File: src/rtl/instruction_fetch_unit.sv
// Purpose : fetches sequential instruction words from a combinational memory into a 2-entry decode buffer.
// Latency : a word fetched at edge N is presented to decode right after edge N when the buffer was empty.
// Backpr. : dec_ready low lets the buffer fill to 2 entries, then fetching stalls until decode pops.
//
// Ports:
//   clk, reset            - single clock, asynchronous active-low reset
//   imem_addr/imem_rdata  - instruction memory address (current PC) and returned word
//   redirect_valid/target - taken branch/jump; flushes the buffer and reloads the PC
//   halt                  - level-sensitive fetch freeze (buffer still drains)
//   dec_valid/ready/instr/pc - decode-side handshake and head entry
//   misalign_err          - one-cycle pulse after a redirect with target[1:0] != 0
//   fetch_count           - running count of entries accepted by decode
module instruction_fetch_unit #(
  parameter logic [31:0] RESET_PC = 32'h0000_0000
) (
  input  logic        clk,
  input  logic        reset,
  output logic [31:0] imem_addr,
  input  logic [31:0] imem_rdata,
  input  logic        redirect_valid,
  input  logic [31:0] redirect_target,
  input  logic        halt,
  output logic        dec_valid,
  input  logic        dec_ready,
  output logic [31:0] dec_instr,
  output logic [31:0] dec_pc,
  output logic        misalign_err,
  output logic [31:0] fetch_count
);

  typedef struct packed {
    logic [31:0] pc;
    logic [31:0] instr;
  } entry_t;

  entry_t      head_q;
  entry_t      tail_q;
  entry_t      new_entry;
  logic [1:0]  occ_q;
  logic [31:0] pc_q;
  logic        pop;
  logic        fetch;

  assign imem_addr = pc_q;
  assign dec_valid = (occ_q != 2'd0);
  // Head fields are forced to zero when empty so stale register contents never leak.
  assign dec_instr = dec_valid ? head_q.instr : 32'd0;
  assign dec_pc    = dec_valid ? head_q.pc    : 32'd0;

  always_comb begin
    new_entry = '0;
    new_entry.pc    = pc_q;
    new_entry.instr = imem_rdata;
    pop   = dec_valid && dec_ready;
    // A full buffer can still accept a fetch when decode frees a slot on the same edge.
    fetch = !halt && !redirect_valid && ((occ_q != 2'd2) || pop);
  end

  always_ff @(posedge clk or negedge reset) begin
    if (!reset) begin
      pc_q         <= RESET_PC;
      occ_q        <= 2'd0;
      head_q       <= '0;
      tail_q       <= '0;
      misalign_err <= 1'b0;
      fetch_count  <= 32'd0;
    end else begin
      misalign_err <= redirect_valid && (redirect_target[1:0] != 2'b00);
      // A pop coinciding with a redirect is still a real accept by decode.
      if (pop) fetch_count <= fetch_count + 32'd1;

      if (redirect_valid) begin
        occ_q <= 2'd0;
        pc_q  <= {redirect_target[31:2], 2'b00};
      end else begin
        if (fetch) pc_q <= pc_q + 32'd4;
        case ({fetch, pop})
          2'b10: begin
            if (occ_q == 2'd0) head_q <= new_entry;
            else               tail_q <= new_entry;
            occ_q <= occ_q + 2'd1;
          end
          2'b01: begin
            head_q <= tail_q;
            occ_q  <= occ_q - 2'd1;
          end
          2'b11: begin
            // Occupancy unchanged; shift the older entry forward before appending.
            if (occ_q == 2'd2) begin
              head_q <= tail_q;
              tail_q <= new_entry;
            end else begin
              head_q <= new_entry;
            end
          end
          default: ;
        endcase
      end
    end
  end

endmodule

File: config.mk
export PLATFORM = sky130hd
export DESIGN_NAME = instruction_fetch_unit
export DESIGN_NICKNAME = d
export VERILOG_FILES = /design/src/rtl/instruction_fetch_unit.sv
export SDC_FILE = /design/constraint.sdc
export NUM_CORES = 1
export LEC_CHECK = 0
export CELL_PAD_IN_SITES_DETAIL_PLACEMENT = 0
export CELL_PAD_IN_SITES_GLOBAL_PLACEMENT = 1
export CORE_ASPECT_RATIO = 2
export CORE_MARGIN = 10
export CORE_UTILIZATION = 39
export CTS_CLUSTER_SIZE = 8
export DETAILED_ROUTE_END_ITERATION = 12
export MAX_ROUTING_LAYER = met4
export PLACE_DENSITY_LB_ADDON = 0.2
export SETUP_SLACK_MARGIN = 0.4
export SYNTH_ARGS = -nofsm -noshare
export SYNTH_HDL_FRONTEND = slang
export SYNTH_SLANG_ARGS = --single-unit
export TNS_END_PERCENT = 100
File: constraint.sdc
create_clock -name clk -period 2.7 [get_ports clk]
set_input_delay 0.54 -clock clk [delete_from_list [all_inputs] [get_ports clk]]
set_output_delay 0.54 -clock clk [all_outputs]
set_load 0.1 [all_outputs]
==> run_results.csv, run 1 <==
group,metric,value,unit
timing,finalCritPeriodShare,0.8440,
floorplanning,core_area,0.02226,mm2
global_routing,grt_start_max_net_pins,92,
timing,rsz0062_at_grt,"true",
timing,tightestPinTransition,0.5082,ns
yosys,synth_edf_count,0,
hold_path,hold_class,"primary input to async pin",
yosys,synth_cells,827,
global_routing,grt_pass1_vias,6793,
place,place.detailed.hpwl,17.45,mm
clock_tree,cts_made_buffers,17,
floorplanning,die_width,126.5,um
run_status,status,"completed",
yosys,yosys-top-cells-area,"dfrtp_1 54%, mux2_2 7.4%, mux2i_1 7.1%",
timing,hold_viol,0,
worst_setup_path,worst-setup-path-type,"flop to output pin",
routing,post_drt_wl_per_cell,18.64,um
floorplanning,boundaryPins,199,
pwr,ir_drop,0.0005529,V
timing,setup_viol,0,
timing,max_freq,0.4388,GHz
global_routing,antenna_found_initial,0,
floorplanning,die_area,0.02946,mm2
place,place_congestion,0.7734,
worst_setup_path,required,2.16,ns
clock_tree,tritoncts,"built",
pwr,p_leak,5.273,nW
layout,num-nets-final,1089,
yosys,ys_types,38,
routing,vias,6568,
place,port-buffer-count,196,
yosys,synth_area_per_cell,10.69,um2
yosys,netlist_top_cells_count,"190 x dfrtp_1, 82 x nor2_1, 67 x a21oi_1, 66 x and2_1, 63 x mux2i_1",
yosys,ys_async_sr_fraction,1.000,
yosys,ys_seq_elements,190,
place,dpl_cell_area,0.01184,mm2
worst_setup_path,critPathCaptureType,"output pin",
global_routing,grt_pass1_wl,38.47,mm
layout,drive_above_1_share,0.3395,
timing,finalSetupTns,0,ns
floorplanning,dieHeight,233.0,um
timing,clock_skew,0.008864,ns
flow_run,cap_violations,0,
floorplanning,start_util,0.3974,
worst_setup_path,cp_max_fo,25,
yosys,yosysTopAreaCell,"dfrtp_1",
pwr,p_per_area,804.2,mW/mm2
worst_setup_path,critPathArrivalTime,1.74,ns
clock_tree,insertion_delay,0.44,ns
worst_setup_path,cp_slowest_stage_delay,0.41,ns
yosys,yosysMostFrequentCell,"dfrtp_1",
global_routing,grt-ovfl-total,0,
yosys,synth_area,0.008843,mm2
worst_setup_path,cpMostUsedCell,"buf_12",
worst_setup_path,worstPathCellList,"or2_4, buf_12, and2_2, buf_12",
yosys,synth_top_area_frac,0.5376,
timing,max_slew_margin,0.6612,
worst_setup_path,crit_slowest_cell,"dfrtp_2",
worst_setup_path,r2r_slack,0.61,ns
clock_tree,path_clk_slew,0.06,ns
worst_setup_path,critPathLaunchType,"flop",
yosys,seq_area_frac_synth,0.5376,
clock_tree,htreeDepth,4,
layout,n_antenna_cell,0,
routing,dr.pass1.iters,4,
layout,final_area,0.01250,mm2
routing,dr.first_iter.drc_count,362,
yosys,yosysWarnings,0,
layout,synthToLayoutAreaGrowth,41.37,%
clock_tree,clock_sinks,190,
clock_tree,clk_path_buf_depth,2,
routing,postRouteAntennaNets,0,
timing,slew_viol_final,0,
yosys,synthFlopType,"dfrtp_1",
timing,hold_ws,0.02230,ns
routing,drt-total-wl,24.36,mm
clock_tree,root_buffer,"clkbuf_16",
routing,via_per_inst,5.025,
routing,drc,0,
timing,fin_crit,2.279,ns
global_routing,gr-usage-all-layers,0.1711,
floorplanning,rows,77,
[flip-flops by register name (all words and copies together) (netlist names)]
register      flops
occ_q             2
imem_addr        30
fetch_count      32
head_q           63
tail_q           62
misalign_err      1
[kinds of logic (layout without fill, tap and decap cells)]
| kind of cell | count (synthesis) | after routing | share of synthesized area |
|---|---|---|---|
| other | 1 | 2 | 0.0004240 |
| multiplexers | 121 | 121 | 0.1452 |
| XOR/XNOR | 58 | 58 | 0.05744 |
| buffers and inverters | 60 | 263 | 0.03028 |
| AND/OR/NAND/NOR | 287 | 287 | 0.1643 |
| flip-flops | 190 | 190 | 0.5376 |
| AO/OA/AOI/OAI | 108 | 108 | 0.06197 |
| adder cells (fa/ha/maj) | 2 | 2 | 0.002829 |
[placed cells by master (no fill, tap or decap), types with 7 or more instances in the layout]
cell type,count
a21oi_1,65
and2_1,7
and2_2,57
buf_12,75
buf_4,78
clkbuf_16,17
clkdlybuf4s50_1,66
dfrtp_1,156
dfrtp_2,34
inv_1,9
mux2_2,58
mux2i_1,63
nand2_1,57
nand3_1,22
nand4_1,7
nor2_1,82
nor3_1,17
o21ai_0,36
xnor2_1,47
xor2_1,11
[timing repair]
action                                  in CTS  in global routing
gates cloned                                 1                  0
resized for setup                            7                  0
setup buffers                                3                  0
pin swaps                                    1                  0
endpoints found under the setup margin      65                 61
hold buffers                                 0                  0
[where the power goes]
group	total, mW	switching, mW	leakage, nW	internal, mW
Clock	2.54	1.12	0.283	1.42
Combinational	3.66	2.34	2.73	1.32
Sequential	3.85	0.381	2.26	3.47
Total	10.1	3.84	5.27	6.21
[path summary, 6_finish.rpt]
check                                            start                      to  cells after the start
worst max-delay path              occ_q[1]$_DFFE_PN0P_               dec_pc[4]                      4
worst min-delay path                             reset  head_q[28]$_DFFE_PN0P_                      1
worst max register to register    occ_q[0]$_DFFE_PN0P_  tail_q[57]$_DFFE_PN0P_                      6
worst min register to register  tail_q[62]$_DFFE_PN0P_  tail_q[62]$_DFFE_PN0P_                      2
max in group asynchronous                        reset    occ_q[1]$_DFFE_PN0P_                      2
min in group clk                        redirect_valid    occ_q[0]$_DFFE_PN0P_                      2
[critical path: cells and delay by family, from the launching register on]
kind	cells	cell delay [ns]
flip-flops	1	0.41
buffers and inverters	2	0.35
AND/OR/NAND/NOR	2	0.54
[area by class of cell]
cell class                 count  area, um2
fill                        1917       9753
sequential                   190       4797
multi-input combinational    578       3939
timing repair buffer         222       2794
clock buffer                  20      456.7
tap                          276      345.3
clock inverter                12      136.4
inverter                       9      33.78
[stage by stage]
step	setup WS (ns)	power, mW	instances	utilization
floorplan	0.4007	6.313	828	-
global placement	0.2243	7.532	1271	0.5321
detailed placement	0.1948	7.587	1271	0.5321
CTS	0.3689	10.18	1307	0.5618
global route	0.3579	10.52	1307	0.5618
finish	0.4213	10.05	1307	0.5618
[layer usage]
layer  wire length, um  track usage  up-vias
met3               930      0.04145       21
met5                 0            -        -
met2             14030       0.3143      137
met1              9100       0.1767     3225
li1                  -            -     3185
met4               297      0.04432        0
Note: power is estimated with default switching activity, not from simulation.
==> run 2, diff against run 1 <==
--- a/config.mk
+++ b/config.mk
@@ -9,7 +9,7 @@
 export CELL_PAD_IN_SITES_GLOBAL_PLACEMENT = 1
 export CORE_ASPECT_RATIO = 2
 export CORE_MARGIN = 10
-export CORE_UTILIZATION = 39
+export CORE_UTILIZATION = 35
 export CTS_CLUSTER_SIZE = 8
 export DETAILED_ROUTE_END_ITERATION = 12
 export MAX_ROUTING_LAYER = met4
==> constraint.sdc (replaced) <==
create_clock -name clk -period 1.9 [get_ports clk]
set_input_delay 0.38 -clock clk [delete_from_list [all_inputs] [get_ports clk]]
set_output_delay 0.38 -clock clk [all_outputs]
set_load 0.1 [all_outputs]
==> run_results.csv, run 2 (synthesis results as in run 1) <==
group,metric,value,unit
timing,hold_ws,0.3355,ns
clock_tree,clock_sinks,190,
routing,post_drt_wl_per_cell,19.99,um
global_routing,antenna_found_initial,0,
worst_setup_path,reg2reg_depth,7,
worst_setup_path,path_buf_inv,3,
timing,finalCritPeriodShare,1.150,
layout,drive_above_1_share,0.5376,
global_routing,grt_pass1_wl,44.90,mm
routing,drt-total-wl,30.41,mm
routing,dr.first_iter.drc_count,373,
global_routing,grt_start_max_net_pins,49,
timing,finalSetupTns,-20.02,ns
timing,clock_skew,0.01066,ns
layout,num-nets-final,1243,
global_routing,grt-ovfl-total,0,
timing,fin_crit,2.184,ns
place,place_congestion,0.7902,
worst_setup_path,crit_slowest_cell,"dfrtp_1",
worst_setup_path,worstPathCellList,"buf_6, or2_4, buf_16, and2_4, buf_12",
routing,postRouteAntennaNets,0,
worst_setup_path,critical_path_depth,5,
pwr,power.total,15.86,mW
layout,fin_util,0.6525,
pwr,ir_drop,0.0005860,V
worst_setup_path,cp_slowest_stage_delay,0.40,ns
layout,most-common-layout-cells,"148 x buf_12, 134 x dfrtp_1, 72 x nor2_1",
timing,setup_viol,160,
hold_path,whs_path_depth,3,
layout,largest_reg_flops,63,
floorplanning,rows,82,
timing,rsz0062_at_grt,"true",
routing,via_per_inst,4.822,
clock_tree,insertion_delay,0.44,ns
floorplanning,core_area,0.02503,mm2
clock_tree,tritoncts,"built",
layout,n_antenna_cell,0,
layout,regArea,0.004922,mm2
worst_setup_path,critPathArrivalTime,1.80,ns
layout,synthToLayoutAreaGrowth,84.71,%
layout,multi_input_area,0.004835,mm2
worst_setup_path,critPathLaunchType,"flop",
floorplanning,dieHeight,244.8,um
layout,final_common_cell,"buf_12",
routing,drc,0,
routing,dr.pass1.iters,4,
run_status,status,"finished, violations left",
place,place.detailed.hpwl,19.05,mm
clock_tree,clk_path_buf_depth,2,
clock_tree,cts_made_buffers,17,
flow_run,cap_violations,0,
timing,setup_ws,-0.2842,ns
clock_tree,path_clk_slew,0.07,ns
place,port-buffer-count,196,
clock_tree,root_buffer,"clkbuf_16",
global_routing,gr-usage-all-layers,0.1819,
timing,hold_viol,0,
pwr,p_leak,7.032,nW
layout,regMostFlops,"head_q",
run_status,violations,"negative setup slack",
worst_setup_path,worst-setup-path-type,"flop to output pin",
timing,slew_viol_final,0,
floorplanning,start_util,0.3533,
routing,vias,7335,
floorplanning,die_width,132.4,um
floorplanning,boundaryPins,199,
layout,n_fill_cell,1918,
place,dp_worst_setup_slack,-0.4121,ns
clock_tree,htreeDepth,4,
pwr,p_per_area,971.2,mW/mm2
layout,top_regs,"head_q x63, tail_q x62, fetch_count x32",
worst_setup_path,critPathCaptureType,"output pin",
worst_setup_path,crit_family,"simple AND/OR/NAND/NOR gates",
hold_path,hold_class,"primary input to flop",
global_routing,grt_pass1_vias,7618,
worst_setup_path,required,1.52,ns
floorplanning,die_area,0.03241,mm2
timing,max_freq,0.4578,GHz
worst_setup_path,cp_max_fo,8,
## run 2: changes by cell type in the layout (fill, tap and decap cells not counted), sizes merged
cell / previous run / this run
clkbuf: 21 / 32
or2: 3 / 4
buf: 155 / 299
bufinv: 2 / 0
inv: 11 / 10
dlygate4sd3: 0 / 1
## run 2: timing repair
item	in CTS	in global routing
hold buffers	1	0
endpoints found under the setup margin	296	300
endpoints found under the hold margin	43	0
pin swaps	19	37
resized for setup	117	90
gates cloned	15	10
setup buffers	31	41
## run 2: metrics by stage
step	cells	cell area, um2
after global placement	1391	13870
final	1521	16330
after global routing	1521	16330
after CTS	1470	15490
after floorplan	828	9922
after detailed placement	1391	13870
## run 2: cell type report
class | count | share of cell area
sequential | 190 | 0.3013
tap | 336 | 0.02574
timing repair buffer | 375 | 0.3413
clock inverter | 9 | 0.003677
inverter | 9 | 0.002068
multi-input combinational | 579 | 0.2960
clock buffer | 23 | 0.02987
## run 2: final timing paths
| check | startpoint | endpoint | slack, ns |
|---|---|---|---|
| worst max register to register | occ_q[1]$_DFFE_PN0P_ | imem_addr[31]$_DFFE_PN0P_ | -0.13 |
| worst min register to register | tail_q[62]$_DFFE_PN0P_ | tail_q[62]$_DFFE_PN0P_ | 0.49 |
| min in group asynchronous | reset | fetch_count[18]$_DFFE_PN0N_ | 0.46 |
| worst max-delay path | occ_q[0]$_DFFE_PN0P_ | dec_pc[8] | -0.28 |
| worst min-delay path | redirect_valid | occ_q[0]$_DFFE_PN0P_ | 0.34 |
| max in group asynchronous | reset | tail_q[8]$_DFFE_PN0P_ | 0.79 |
## run 2: power breakdown
part | internal (mW) | switching, mW | leakage [nW] | total (mW)
registers | 4.98 | 0.627 | 2.22 | 5.61
clock network | 1.81 | 1.56 | 0.265 | 3.37
logic | 3.10 | 3.79 | 4.55 | 6.89
## run 2: per-layer routing
| metal | part of all wire | vias to the layer above | global-route usage |
|---|---|---|---|
| met5 | 0 | - | - |
| met4 | 0.027 | 0 | 0.06437 |
| met3 | 0.030 | 45 | 0.03580 |
| met2 | 0.58 | 175 | 0.3322 |
| met1 | 0.37 | 3623 | 0.1895 |
| li1 | - | 3492 | - |
## run 2: tightest hold or removal path, delay by kind of cell
family	cells	cell delay [ns]
simple gates	1	0.05
buf+inv	2	0.31
